### config.mk
export PLATFORM = sky130hd
export DESIGN_NAME = mem_port_arbiter
export DESIGN_NICKNAME = d
export VERILOG_FILES = /design/src/rtl/mem_port_arbiter_pkg.sv /design/src/rtl/mem_port_arbiter_rr_arb2.sv /design/src/rtl/mem_port_arbiter.sv
export SDC_FILE = /design/constraint.sdc
export NUM_CORES = 1
export LEC_CHECK = 0
export ABC_AREA = 1
export BUFFER_PORTS_ARGS = -buffer_cell sky130_fd_sc_hd__buf_2
export CAP_MARGIN = 25
export CORE_MARGIN = 4
export CORE_UTILIZATION = 40
export DETAILED_ROUTE_END_ITERATION = 10
export PLACE_DENSITY = 0.82
export SLEW_MARGIN = 20
export SYNTH_ARGS = -nofsm -noshare
export SYNTH_HDL_FRONTEND = slang
export SYNTH_SLANG_ARGS = --single-unit
### constraint.sdc
create_clock -name clk -period 1.33 [get_ports clk]
set_input_delay 0.266 -clock clk [delete_from_list [all_inputs] [get_ports clk]]
set_output_delay 0.266 -clock clk [all_outputs]
set_load 0.1 [all_outputs]
### src/rtl/mem_port_arbiter_pkg.sv
// Shared definitions for the two-master SRAM port arbiter: FSM encoding and
// requester indices.
package mem_port_arbiter_pkg;

  typedef enum logic [1:0] {
    IDLE    = 2'd0,
    ACCESS  = 2'd1,
    RESPOND = 2'd2
  } arb_state_e;

  localparam logic M0 = 1'b0;
  localparam logic M1 = 1'b1;

endpackage

### src/rtl/mem_port_arbiter_rr_arb2.sv
// Combinational 2-way round-robin pick: a lone requester always wins, and on a
// tie the requester that was not served last wins.
module rr_arb2
  import mem_port_arbiter_pkg::*;
(
  input  logic [1:0] req,
  input  logic       last,
  output logic       winner,
  output logic       any
);

  always_comb begin
    // NOTE: every output gets a default first so no path leaves it unassigned (no latch).
    winner = M0;
    any    = |req;
    case (req)
      2'b01:   winner = M0;
      2'b10:   winner = M1;
      2'b11:   winner = ~last;
      default: winner = M0;
    endcase
  end

endmodule

### src/rtl/mem_port_arbiter.sv
// Shares a single-port, 1-cycle-read-latency SRAM between two req/gnt/rvalid
// masters; one access every three cycles, round-robin on contention.
module mem_port_arbiter
  import mem_port_arbiter_pkg::*;
#(
  parameter int   ADDR_W    = 32,
  parameter int   DATA_W    = 32,
  parameter logic FIRST_GNT = 1'b0
) (
  input  logic                clk,
  input  logic                rst,

  input  logic                m0_req,
  input  logic [DATA_W/8-1:0] m0_we,
  input  logic [ADDR_W-1:0]   m0_addr,
  input  logic [DATA_W-1:0]   m0_wdata,
  output logic                m0_gnt,
  output logic                m0_rvalid,
  output logic [DATA_W-1:0]   m0_rdata,

  input  logic                m1_req,
  input  logic [DATA_W/8-1:0] m1_we,
  input  logic [ADDR_W-1:0]   m1_addr,
  input  logic [DATA_W-1:0]   m1_wdata,
  output logic                m1_gnt,
  output logic                m1_rvalid,
  output logic [DATA_W-1:0]   m1_rdata,

  output logic                mem_en,
  output logic [DATA_W/8-1:0] mem_we,
  output logic [ADDR_W-1:0]   mem_addr,
  output logic [DATA_W-1:0]   mem_wdata,
  input  logic [DATA_W-1:0]   mem_rdata
);

  localparam int BE_W = DATA_W / 8;

  arb_state_e state;
  logic       last_owner;
  logic       owner;
  logic       is_read;

  logic              win;
  logic              any_req;
  logic [BE_W-1:0]   sel_we;
  logic [ADDR_W-1:0] sel_addr;
  logic [DATA_W-1:0] sel_wdata;

  rr_arb2 u_arb (
    .req    ({m1_req, m0_req}),
    .last   (last_owner),
    .winner (win),
    .any    (any_req)
  );

  assign sel_we    = (win == M1) ? m1_we    : m0_we;
  assign sel_addr  = (win == M1) ? m1_addr  : m0_addr;
  assign sel_wdata = (win == M1) ? m1_wdata : m0_wdata;

  // NOTE: all state below uses non-blocking assignments so every register samples pre-edge values.
  always_ff @(posedge clk) begin
    if (rst) begin
      state      <= IDLE;
      last_owner <= ~FIRST_GNT;
      owner      <= M0;
      is_read    <= 1'b0;
      m0_gnt     <= 1'b0;
      m1_gnt     <= 1'b0;
      m0_rvalid  <= 1'b0;
      m1_rvalid  <= 1'b0;
      m0_rdata   <= '0;
      m1_rdata   <= '0;
      mem_en     <= 1'b0;
      mem_we     <= '0;
      mem_addr   <= '0;
      mem_wdata  <= '0;
    end else begin
      m0_rvalid <= 1'b0;
      m1_rvalid <= 1'b0;
      case (state)
        IDLE: begin
          if (any_req) begin
            mem_en    <= 1'b1;
            mem_we    <= sel_we;
            mem_addr  <= sel_addr;
            mem_wdata <= sel_wdata;
            is_read   <= (sel_we == '0);
            owner     <= win;
            m0_gnt    <= (win == M0);
            m1_gnt    <= (win == M1);
            state     <= ACCESS;
          end
        end
        ACCESS: begin
          mem_en <= 1'b0;
          mem_we <= '0;
          m0_gnt <= 1'b0;
          m1_gnt <= 1'b0;
          state  <= RESPOND;
        end
        RESPOND: begin
          // Writes complete with rvalid but leave the owner's last read data in place.
          if (owner == M0) begin
            m0_rvalid <= 1'b1;
            if (is_read) m0_rdata <= mem_rdata;
          end else begin
            m1_rvalid <= 1'b1;
            if (is_read) m1_rdata <= mem_rdata;
          end
          last_owner <= owner;
          state      <= IDLE;
        end
        default: state <= IDLE;
      endcase
    end
  end

endmodule

; ---- Word level (Yosys, flattened, before mapping)
; Index checks and enable logic that the tools add are counted.
[totals]
ff_bits = 142
out_inout_bits = 137
[classes]
muxes = 16
n_reduce_logical = 9
n_eq_ne = 5
n_bitwise = 4
[ops]
columns = op, count
row1 = $mux 32, 2
row2 = $mux 4, 2
row3 = $pmux 1 s2, 4
row4 = $pmux 4 s2, 1
row5 = $eq 2x2->1 const B, 3
row6 = $reduce_and 3->1, 2
row7 = $mux 1, 5
row8 = $logic_not 4->1, 1
row9 = $not 1->1, 4
row10 = $pmux 2 s2, 1
row11 = $reduce_and 2->1, 2
row12 = $reduce_or 2->1, 2
row13 = $eq 2x1->1 const B, 1
row14 = $logic_not 2->1, 1
row15 = $mux 2, 1
row16 = $ne 2x2->1 const B, 1
row17 = $reduce_bool 2->1, 1

; ---- Longest topological paths before layout
[logic_depth]
depth_word = 5
mapped_depth = 9

; ---- By module
; A second synthesis with hierarchy kept.
[unflattened]
hier_cells = 839
hier_area_um2 = 5738.0
[modules_own_cells]
columns = mod, n_inst, area_per_inst_um2, cells_per_inst
row1 = mem_port_arbiter, 1, 5723.0, 836
row2 = rr_arb2, 1, 15.0, 3

; ---- Worst setup path after synthesis
; OpenSTA, ideal clock, no wires.
[synth_timing]
path_kind = reg-to-reg
startpoint = register mem_addr[0] (netlist name)
endpoint = register mem_addr[0]
arrival_time_ns = 1.234
path_slack_ns = 0.031
required_ns = 1.265
period_less_slack_ns = 1.299
path_stages_with_launch = 3
path_cell_list = dfxtp_1 > o21ai_0 > nor2_1
[synth_lines]
columns = item, line
row1 = end signal: assignment, mem_port_arbiter.sv:85  ; mem_addr <= sel_addr;
row2 = end: declaration, mem_port_arbiter.sv:31  ; output logic [ADDR_W-1:0] mem_addr,

; ---- Worst setup path after layout
[layout_timing]
startpoint = register state[0]
endpoint = register m0_rdata[23]
[layout_via]
elab_chain_cells = 2
[layout_lines]
columns = item, line
row1 = start: declaration, mem_port_arbiter.sv:38  ; arb_state_e state;
row2 = start signal: assignment, mem_port_arbiter.sv:63  ; state <= IDLE;
row3 = start signal: assignment, mem_port_arbiter.sv:91  ; state <= ACCESS;
row4 = start signal: assignment, mem_port_arbiter.sv:99  ; state <= RESPOND;
row5 = $eq 2x2->1, mem_port_arbiter.sv:80  ; case (state)
row6 = $reduce_and 3->1 (no source line), n/a
row7 = end signal: assignment, mem_port_arbiter.sv:105  ; if (is_read) m0_rdata <= mem_rdata;
row8 = end: declaration, mem_port_arbiter.sv:19  ; output logic [DATA_W-1:0] m0_rdata,
; Every way passes these cells.
; A chain may end at the register's enable or synchronous reset.

==> flow_summary.yaml <==
synth:
  synthesis.area_um2: 5580
  ys_top_cells_by_area: "dfxtp_1 51%, nor2_1 13%, o21ai_0 10%"
  synth-edff-count: 0
  syn-num-nets: 947
  synth-main-ff-cell: "dfxtp_1"
  syn_area_per_cell_um2: 7.20
  synth.most_common_cell: "nor2_1"
  yosysTopAreaCell: "dfxtp_1"
  syn_inst: 775
  ys_top_cells_by_count: "200 x nor2_1, 151 x nand2_1, 142 x dfxtp_1"
  synth_seq_area_share_pct: 51.0
  async_reset_ff_share_pct: 0
  synthDistinctLibCells: 19
  yosys_warnings: 0
  synth_seq_cells: 142
  synth_top_area_share_pct: 51.0
clock_network:
  clk_latency_ps: 410
  ctsHoldBuffers: 0
  cts_made_buffers: 17
  clockBufferDepth: 2
  clock-sinks: 142
  tritoncts: "built"
  path_clk_slew_ps: 60
  htreeDepth: 4
  root_buffer: "clkbuf_16"
routing:
  via_count: 6558
  totalWireLength_mm: 21.6
  post_drt_wl_per_cell_um: 17.0
  detail_route.iter0.violations: 409
  ant_nets: 0
  dr.pass1.iters: 6
  drc_errors: 0
  viasPerCell: 5.18
setup_path:
  worstPathCellList: "nor2_2 -> buf_4 -> nand2_2 -> buf_12 -> o21ai_0 -> nor2_1"
  critPathMaxStageDelay_ps: 340
  critPathKind: "register to register"
  endpoint_kind: "register"
  cp_max_fo: 32
  worstRegToRegCells: 6
  r2r-start: "state[0]"
  cp_slowest_cell: "dfxtp_2"
  cp.required_ps: 1610
  crit_buf_inv: 2
  r2r_end: "m0_rdata[23]"
  crit_family: "flip-flops"
  start_kind: "register"
  worst_ep_arrival_time_ps: 1640
  r2r_slack_ps: -30
global_route:
  grt_pass1_vias: 6173
  grt_overflow: 0
  grt_max_degree: 69
  grt.total_usage_pct: 23.8
  antenna_found_initial: 0
  grt_pass1_wl_mm: 30.5
floorplan:
  io_pins: 309
  dieArea_um2: 15900
  core_um2: 13500
  row_count: 42
  initial_utilization_pct: 41.5
  dieWidth_um: 126
  dieHeight_um: 126
final_layout:
  final_layout_size_suffix_gt1_share_pct: 36.5
  area_growth_pct: 76.3
  design_area_um2: 9840
  fin_cells: 1266
  antenna_cells: 0
  nets: 1249
timing:
  hold_viol: 0
  slew_headroom_pct: 78.1
  tns_ps: -25.1
  setup_viol: 1
  max_freq_mhz: 738
  min_period_ps: 1360
  worst_slack_ps: -25.1
  finalCritPeriodShare_pct: 102
  rsz0062_at_grt: "true"
  finClkSkew_ps: 9.77
  tightest_slew_ps: 329
  report.final.slew_viol_count: 0
pwr:
  p_int_uw: 9160
  power.density_nw_per_um2: 1440
  p_seq_share_pct: 34.1
  p_leak_uw: 0.00452
  ir_drop_mv: 0.838
  switching_share_pct: 35.2
  switchingPower_uw: 4980
  power_uw: 14100
  pwr-share-clk_pct: 34.6
  power_frac_comb_pct: 31.3
run:
  drv_cap: 0
place:
  placedInstanceArea_um2: 8620
  placed_cells: 1223
  gp_congestion: 0.870
  port_buffers: 308
  dp_hpwl_mm: 14.3
run_status:
  status: "finished, violations left"
  violations: "setup timing"
min_path:
  whs_endpoint: "mem_wdata[11]"
  min_from: "m0_wdata[11]"
  min_path_cells: 3
  hp-class: "input port to register"
[worst max-delay path by stage]
stage                      startpoint            end  slack [ps]  cells past startpoint
final                        state[0]   m0_rdata[23]         -30                      6
after global routing         state[1]   mem_addr[19]         -80                      8
after CTS                    state[1]    m1_rdata[1]          -8                      7
after detailed placement       m1_req  mem_wdata[31]         -70                      7
after global placement         m1_req  mem_wdata[31]         -50                      7
after floorplan           mem_addr[0]    mem_addr[0]          30                      2
[flip-flops by register name (all words and copies together) (netlist names)]
| register | count |
|---|---|
| m0_rdata | 32 |
| m1_gnt | 1 |
| state | 2 |
| m0_rvalid | 1 |
| m0_gnt | 1 |
| mem_we | 4 |
| last_owner | 1 |
| owner | 1 |
| mem_wdata | 32 |
| m1_rdata | 32 |
| m1_rvalid | 1 |
| mem_en | 1 |
| is_read | 1 |
| mem_addr | 32 |
[cells by family after synthesis]
family	Yosys count	share of synthesized area [%]
buf+inv	67	5.79
flops	142	51.0
simple gates	367	25.3
compound gates	199	17.9
[through the flow]
step	util, %	hold WS (ps)	setup WS (ps)
floorplan	-	401	30.5
global placement	64.1	456	-54.6
detailed placement	64.1	460	-74.0
CTS	70.7	56.5	-8.31
global route	73.1	72.4	-84.0
finish	73.1	82.6	-25.1
[repair_timing]
item / 4_1_cts / 5_1_grt
gates resized for setup: 77 / 56
buffers inserted: 3 / 0
setup endpoints to repair: 69 / 127
gates cloned: 2 / 6
pin swaps: 1 / 1
[layout by cell type, fill, tap and decap left out]
cell type   Yosys  final
nor2_1        200    194
buf_2          12    171
nand2_1       151    149
dfxtp_1       142    140
o21ai_0       116    109
buf_12          0     97
a21oi_1        68     61
buf_6           7     45
clkbuf_16       0     23
o21ai_1        14     20
buf_4           1     16
nand3_1        10     10
nor2_2          2      7
a21oi_2         0      7
inv_1          11      6
inv_2           1      4
clkinv_2        0      4
nand2_2         1      3
nor2_4          2      3
bufinv_16       0      3
clkbuf_8        0      3
inv_4           0      2
o21ai_2         1      2
clkbuf_1       32      2
buf_16          0      2
dfxtp_2         0      2
nor3_1          1      1
clkinv_4        0      1
inv_6           0      1
clkinvlp_4      0      1
buf_8           0      1
[worst register-to-register path: cells and delay by family, from the launching register on]
kind            cells  cell delay, ps
flops               1             340
buf+inv             2             320
simple gates        3             330
compound gates      1             250
[cell type report]
class / instances / area [um^2]
clock inverters: 10 / 135
multi-input cells: 566 / 2470
clock buffers: 22 / 474
fillers: 876 / 3610
well taps: 176 / 220
flip-flops and latches: 142 / 2850
inverters: 12 / 50.0
repair buffers: 338 / 3640
[metal layers]
layer / part of all wire, % / up-vias / track usage [%] / wire, um
met5: 0 / - / 0 / 0
li1: - / 3108 / - / -
met2: 52 / 417 / 42.3 / 11200
met1: 36 / 2979 / 25.9 / 7750
met3: 8.7 / 54 / 6.27 / 1870
met4: 3.5 / 0 / 12.6 / 750
[power groups by stage]
stage | clock (uW) | combinational, uW | sequential, uW
global placement | 0 | 4090 | 4870
floorplan | 0 | 793 | 6670
finish | 4900 | 4420 | 4810
CTS | 4950 | 4280 | 4800
global route | 5130 | 4600 | 4840
detailed placement | 0 | 4140 | 4880
Note: power is estimated with default switching activity, not from simulation.
